[src/rtl/router_pkg.sv]
// Shared router definitions: default sizing, FSM state encoding and the
// control-strobe bundle driven by the packet-sequencing controller.
package router_pkg;

    localparam int unsigned DEF_NUM_PORTS = 3;
    localparam int unsigned DEF_ADDR_W    = 2;

    typedef enum logic [2:0] {
        DECODE_ADDRESS     = 3'd0,
        LOAD_FIRST_DATA    = 3'd1,
        LOAD_DATA          = 3'd2,
        LOAD_PARITY        = 3'd3,
        FIFO_FULL_STATE    = 3'd4,
        LOAD_AFTER_FULL    = 3'd5,
        WAIT_TILL_EMPTY    = 3'd6,
        CHECK_PARITY_ERROR = 3'd7
    } state_t;

    // Control strobes towards the register block, synchronizer and source
    typedef struct packed {
        logic detect_add;
        logic lfd_state;
        logic ld_state;
        logic laf_state;
        logic full_state;
        logic write_enb_reg;
        logic rst_int_reg;
        logic busy;
    } ctrl_t;

    // Moore decode: strobes are a pure function of the state
    function automatic ctrl_t decode_ctrl(input state_t st);
        ctrl_t c;
        c               = '0;
        c.detect_add    = (st == DECODE_ADDRESS);
        c.lfd_state     = (st == LOAD_FIRST_DATA);
        c.ld_state      = (st == LOAD_DATA);
        c.laf_state     = (st == LOAD_AFTER_FULL);
        c.full_state    = (st == FIFO_FULL_STATE);
        c.rst_int_reg   = (st == CHECK_PARITY_ERROR);
        c.write_enb_reg = (st == LOAD_DATA) || (st == LOAD_PARITY) ||
                          (st == LOAD_AFTER_FULL);
        c.busy          = !((st == DECODE_ADDRESS) || (st == LOAD_DATA));
        return c;
    endfunction

endpackage

[src/rtl/router_fsm.sv]
// Packet-sequencing controller for the 1x3 router.
// Ports:
//   clk, rst        - system clock, synchronous active-high reset
//   pkt_valid, din  - input byte qualifier and header address field
//   fifo_full       - full flag of the addressed FIFO
//   fifo_empty      - per-FIFO empty flags
//   soft_reset      - per-FIFO timeout soft reset
//   parity_done     - register block latched the parity byte
//   low_pkt_valid   - register block saw pkt_valid fall while stalled
//   detect_add, lfd_state, ld_state, laf_state, full_state,
//   write_enb_reg, rst_int_reg, busy - registered Moore strobes
module router_fsm
    import router_pkg::*;
#(
    parameter int unsigned NUM_PORTS = DEF_NUM_PORTS,
    parameter int unsigned ADDR_W    = DEF_ADDR_W
) (
    input  logic                 clk,
    input  logic                 rst,
    input  logic                 pkt_valid,
    input  logic [ADDR_W-1:0]    din,
    input  logic                 fifo_full,
    input  logic [NUM_PORTS-1:0] fifo_empty,
    input  logic [NUM_PORTS-1:0] soft_reset,
    input  logic                 parity_done,
    input  logic                 low_pkt_valid,
    output logic                 detect_add,
    output logic                 lfd_state,
    output logic                 ld_state,
    output logic                 laf_state,
    output logic                 full_state,
    output logic                 write_enb_reg,
    output logic                 rst_int_reg,
    output logic                 busy
);

    state_t              state_q, state_d;
    logic [ADDR_W-1:0]   addr_q, addr_d;
    ctrl_t               ctrl_q, ctrl_d;

    logic hdr_ok;
    logic hdr_empty;
    logic addr_empty;
    logic addr_srst;

    // State, address and strobe registers; strobes are registered from the
    // next state so they line up with the state they decode
    always_ff @(posedge clk) begin
        if (rst) begin
            state_q <= DECODE_ADDRESS;
            addr_q  <= '0;
            ctrl_q  <= decode_ctrl(DECODE_ADDRESS);
        end else begin
            state_q <= state_d;
            addr_q  <= addr_d;
            ctrl_q  <= ctrl_d;
        end
    end

    // Next-state, address capture and strobe decode
    always_comb begin
        state_d    = state_q;
        addr_d     = addr_q;
        hdr_empty  = 1'b0;
        addr_empty = 1'b0;
        addr_srst  = 1'b0;

        // Out-of-range addresses select nothing rather than indexing past the vectors
        for (int unsigned i = 0; i < NUM_PORTS; i++) begin
            if (din == ADDR_W'(i)) begin
                hdr_empty = fifo_empty[i];
            end
            if (addr_q == ADDR_W'(i)) begin
                addr_empty = fifo_empty[i];
                addr_srst  = soft_reset[i];
            end
        end

        hdr_ok = pkt_valid && (32'(din) < NUM_PORTS);

        unique case (state_q)
            DECODE_ADDRESS: begin
                if (hdr_ok) begin
                    addr_d  = din;
                    state_d = hdr_empty ? LOAD_FIRST_DATA : WAIT_TILL_EMPTY;
                end
            end
            LOAD_FIRST_DATA: state_d = LOAD_DATA;
            LOAD_DATA: begin
                if (fifo_full) begin
                    state_d = FIFO_FULL_STATE;
                end else if (!pkt_valid) begin
                    state_d = LOAD_PARITY;
                end
            end
            LOAD_PARITY: state_d = CHECK_PARITY_ERROR;
            CHECK_PARITY_ERROR: begin
                state_d = fifo_full ? FIFO_FULL_STATE : DECODE_ADDRESS;
            end
            FIFO_FULL_STATE: begin
                if (!fifo_full) begin
                    state_d = LOAD_AFTER_FULL;
                end
            end
            LOAD_AFTER_FULL: begin
                if (parity_done) begin
                    state_d = DECODE_ADDRESS;
                end else if (low_pkt_valid) begin
                    state_d = LOAD_PARITY;
                end else begin
                    state_d = LOAD_DATA;
                end
            end
            WAIT_TILL_EMPTY: begin
                if (addr_empty) begin
                    state_d = LOAD_FIRST_DATA;
                end
            end
            default: state_d = DECODE_ADDRESS;
        endcase

        // Timeout on the active FIFO abandons the packet; header decode is immune
        if ((state_q != DECODE_ADDRESS) && addr_srst) begin
            state_d = DECODE_ADDRESS;
        end

        ctrl_d = decode_ctrl(state_d);
    end

    assign detect_add    = ctrl_q.detect_add;
    assign lfd_state     = ctrl_q.lfd_state;
    assign ld_state      = ctrl_q.ld_state;
    assign laf_state     = ctrl_q.laf_state;
    assign full_state    = ctrl_q.full_state;
    assign write_enb_reg = ctrl_q.write_enb_reg;
    assign rst_int_reg   = ctrl_q.rst_int_reg;
    assign busy          = ctrl_q.busy;

endmodule
[config.mk]
export PLATFORM = sky130hd
export DESIGN_NAME = router_fsm
export DESIGN_NICKNAME = d
export VERILOG_FILES = /design/src/rtl/router_pkg.sv /design/src/rtl/router_fsm.sv
export SDC_FILE = /design/constraint.sdc
export NUM_CORES = 1
export LEC_CHECK = 0
export CAP_MARGIN = 0
export CORE_UTILIZATION = 44
export CTS_BUF_LIST = sky130_fd_sc_hd__clkbuf_4 sky130_fd_sc_hd__clkbuf_8 sky130_fd_sc_hd__clkbuf_16
export CTS_CLUSTER_DIAMETER = 100
export DETAILED_ROUTE_END_ITERATION = 8
export GPL_ROUTABILITY_DRIVEN = 1
export GPL_TIMING_DRIVEN = 1
export PLACE_DENSITY = 0.84
export SLEW_MARGIN = 25
export SYNTH_ARGS = -nofsm -noshare
export SYNTH_HDL_FRONTEND = slang
export SYNTH_SLANG_ARGS = --single-unit
[constraint.sdc]
create_clock -name clk -period 1.7 [get_ports clk]
set_input_delay 0.17 -clock clk [delete_from_list [all_inputs] [get_ports clk]]
set_output_delay 0.17 -clock clk [all_outputs]
set_load 0.02 [all_outputs]
==> metrics.txt <==
min Tclk post-route=between 1.5 and 2 ns; core area=approximately 1400 um2; Layout Nets=120; CTS tree=yes; sw power=around 560 uW; ranking of synthesized cells by area=dfxtp_1 38%, mux2i_1 7.3%, nand2b_1 4.6%; Top FF cell, synth=dfxtp_1; Switching Share=between 30% and 40%; mux share of post-synthesis cell area=a little under a tenth; Fill cells=about 120; DR vias=approximately 650; CP arrival=between 1.5 and 2 ns; post-synth top area cell=dfxtp_1; clock root buffer master=clkbuf_4; Lkg Pwr=roughly 0.00038 uW; die area=roughly 1700 um2; clk_lat worst skew=0.26 ns; crit start category=register; Logic pwr share=a little over half; Yosys top cell area share=a little under two fifths; Hold Path Sink=addr_q[0]; Worst Min Path Start=addr_q[0]; hold depth=2; Area Overhead vs Synth=41.10%; vias in the first global route=~570; drt total wl=around 1500 um; Syn Area/Cell=around 9 um2; via density per instance=about 5.4; GRT Resource Usage Total=roughly 20%; fin crit share=slightly above 90%; DRC viols=0; crit path max fanout=9; # resized after CTS=0; Initial Utilization=49.91%; clock slew at reported path FFs=~0.070 ns; ANT nets after route=0; compound-gate portion of the synthesized area=16.70%; DR iter-0 viols=18; PwrDens=1527 nW/um2; total I/O pin count=22; Final setup viols=0; number of buffers created by CTS=3; Finished Core Util=between 70% and 80%; Place WS=-0.03604 ns; Max Cap Viol=0; first-pass GRT wire length=roughly 2200 um; FMAX=roughly 0.63 GHz; pin count of the biggest net entering global routing=10; Crit. End Element=register; Sum Neg Setup Slack=0 ns; Mapped Nets=91; Hold Fails Final Rpt=0; Multi-input gate area=about 380 um2; CTS Hold Bufs=0; RR Endpoint=detect_add; Gate Count Post-Synth=between 70 and 80; dpl cell area=roughly 930 um2; Synth Area in Simple Gates=27.16%; WP data required=roughly 1.9 ns; Clock Tree Buf Depth=2; synth warn=0; row cnt=13; Post-Syn Area=~680 um2; n_diodes=0; WL/cell=12.58 um; Seq pwr share=about a third; setup slack after layout=between 0.1 and 0.15 ns; H-tree depth=1; adder-cell share of the synthesized area=between 1.5 and 2%; post-synthesis register bit count=13; Peak VDD IR=roughly 0.00091 V; RePlAce Congestion=between 0.8 and 0.9; count of pins over their slew limit=0; Clock Power Share=roughly an eighth; Detail Placement HPWL=between 1000 and 1500 um; biggest regs=state_q x3, addr_q x2; max reg flops=3; status=finished clean; largest family of logic cells by synthesized area=simple AND/OR/NAND/NOR gates; area occupied by registers=260.3 um2; r2r worst-path depth=5; Synth cell types=32; Post-synth EDFFs=0; RSZ-0062 raised after global routing=no; DRT Pass-1 Iters=4; Final Instance Area=between 900 and 1000 um2; slew at the pin closest to its max-slew limit=~0.42 ns; Die Width=between 40 and 50 um; share of layout cells above drive strength 1=about 16%; Internal=between 900 and 1000 uW; total gr overflow=0; IO buf count=21; ys async rst share=0%; worst hold-check path type=reg -> reg; largest register by flop count=state_q; Max-slew headroom=71.97%; XOR/XNOR share of the synthesized area=0%; antenna violations before repair=0; clock skew=around 0.0023 ns; Die Y=41.37 um; WS Path Type=reg -> reg; r2r setup slk=0.12 ns; register area share after synthesis=approximately two fifths; R2R Path Start=state_q[1]; Post-CTS Setup Inserts=0; Clock Sinks=13
==> kinds of logic (layout without fill, tap and decap cells) <==
logic type	Yosys count	count (layout)
mux	6	6
simple gates	31	31
flops	13	13
compound gates	18	18
buf+inv	8	36
fa+ha+maj	1	1
==> final cells by class <==
| type | instances | share of cell area (%) |
|---|---|---|
| multi-input cells | 56 | 39.01 |
| repair buffers | 28 | 27.31 |
| flip-flops and latches | 13 | 27.05 |
| clock buffers | 4 | 3.121 |
| well taps | 15 | 1.951 |
| inverters | 4 | 1.560 |
==> placed cells by master, fill, tap and decap left out, drive strengths merged, types with 4 or more instances in the layout <==
cell           synthesis  layout
inv                    4       4
buf                    3       7
nand3b                 4       4
clkbuf                 1       4
nor3                   4       4
mux2i                  5       5
clkdlybuf4s50          0      21
o21ai                  6       6
nand2                  4       4
dfxtp                 13      13
nor2                   6       6
nand2b                 5       5
==> stage by stage <==
| stage | hold slack, ns | power, uW | cells |
|---|---|---|---|
| 3_3_place_gp | 0.5881 | 1249 | 116 |
| 6_report | 0.6120 | 1470 | 120 |
| 5_1_grt | 0.6430 | 1571 | 120 |
| 3_5_place_dp | 0.6080 | 1279 | 116 |
| 2_1_floorplan | 0.3139 | 1040 | 77 |
| 4_1_cts | 0.6104 | 1475 | 120 |
==> synthesized netlist by cell type (3+ instances only) <==
library cell	n
nor2_1	6
nand2_1	4
mux2i_1	5
inv_1	3
a21oi_1	3
dfxtp_1	13
nand2b_1	5
o22ai_1	3
nand3b_1	4
o21ai_1	5
==> worst max path at each step <==
| stage | end | cells past startpoint | from |
|---|---|---|---|
| finish | detect_add | 5 | state_q[1] |
| floorplan | detect_add | 7 | state_q[1] |
| CTS | detect_add | 5 | state_q[1] |
| global placement | lfd_state | 5 | fifo_full |
| detailed placement | ld_state | 7 | din[0] |
| global route | ld_state | 6 | addr_q[0] |
==> power groups by stage <==
stage	registers (uW)	logic, uW	clock network [uW]
after floorplan	510	530	0
after global placement	479	770	0
after detailed placement	482	798	0
after CTS	475	803	198
after global routing	487	872	212
final	474	802	193
==> routing by layer <==
metal / global-route usage, % / part of all wire [%] / vias to the layer above
met5: 0 / 0 / -
met1: 23.86 / 44 / 292
met4: 6.452 / 0.53 / 0
met2: 33.59 / 48 / 23
li1: - / - / 334
met3: 7.447 / 6.8 / 2
==> worst max-delay path, cell delays in order (launching register included) <==
cell,delay [ns]
dfxtp_1,0.38
nor3_2,0.26
nand3_2,0.12
nand2b_1,0.16
a32o_1,0.32
o22a_1,0.23
Power figures use the tool's default switching activity.
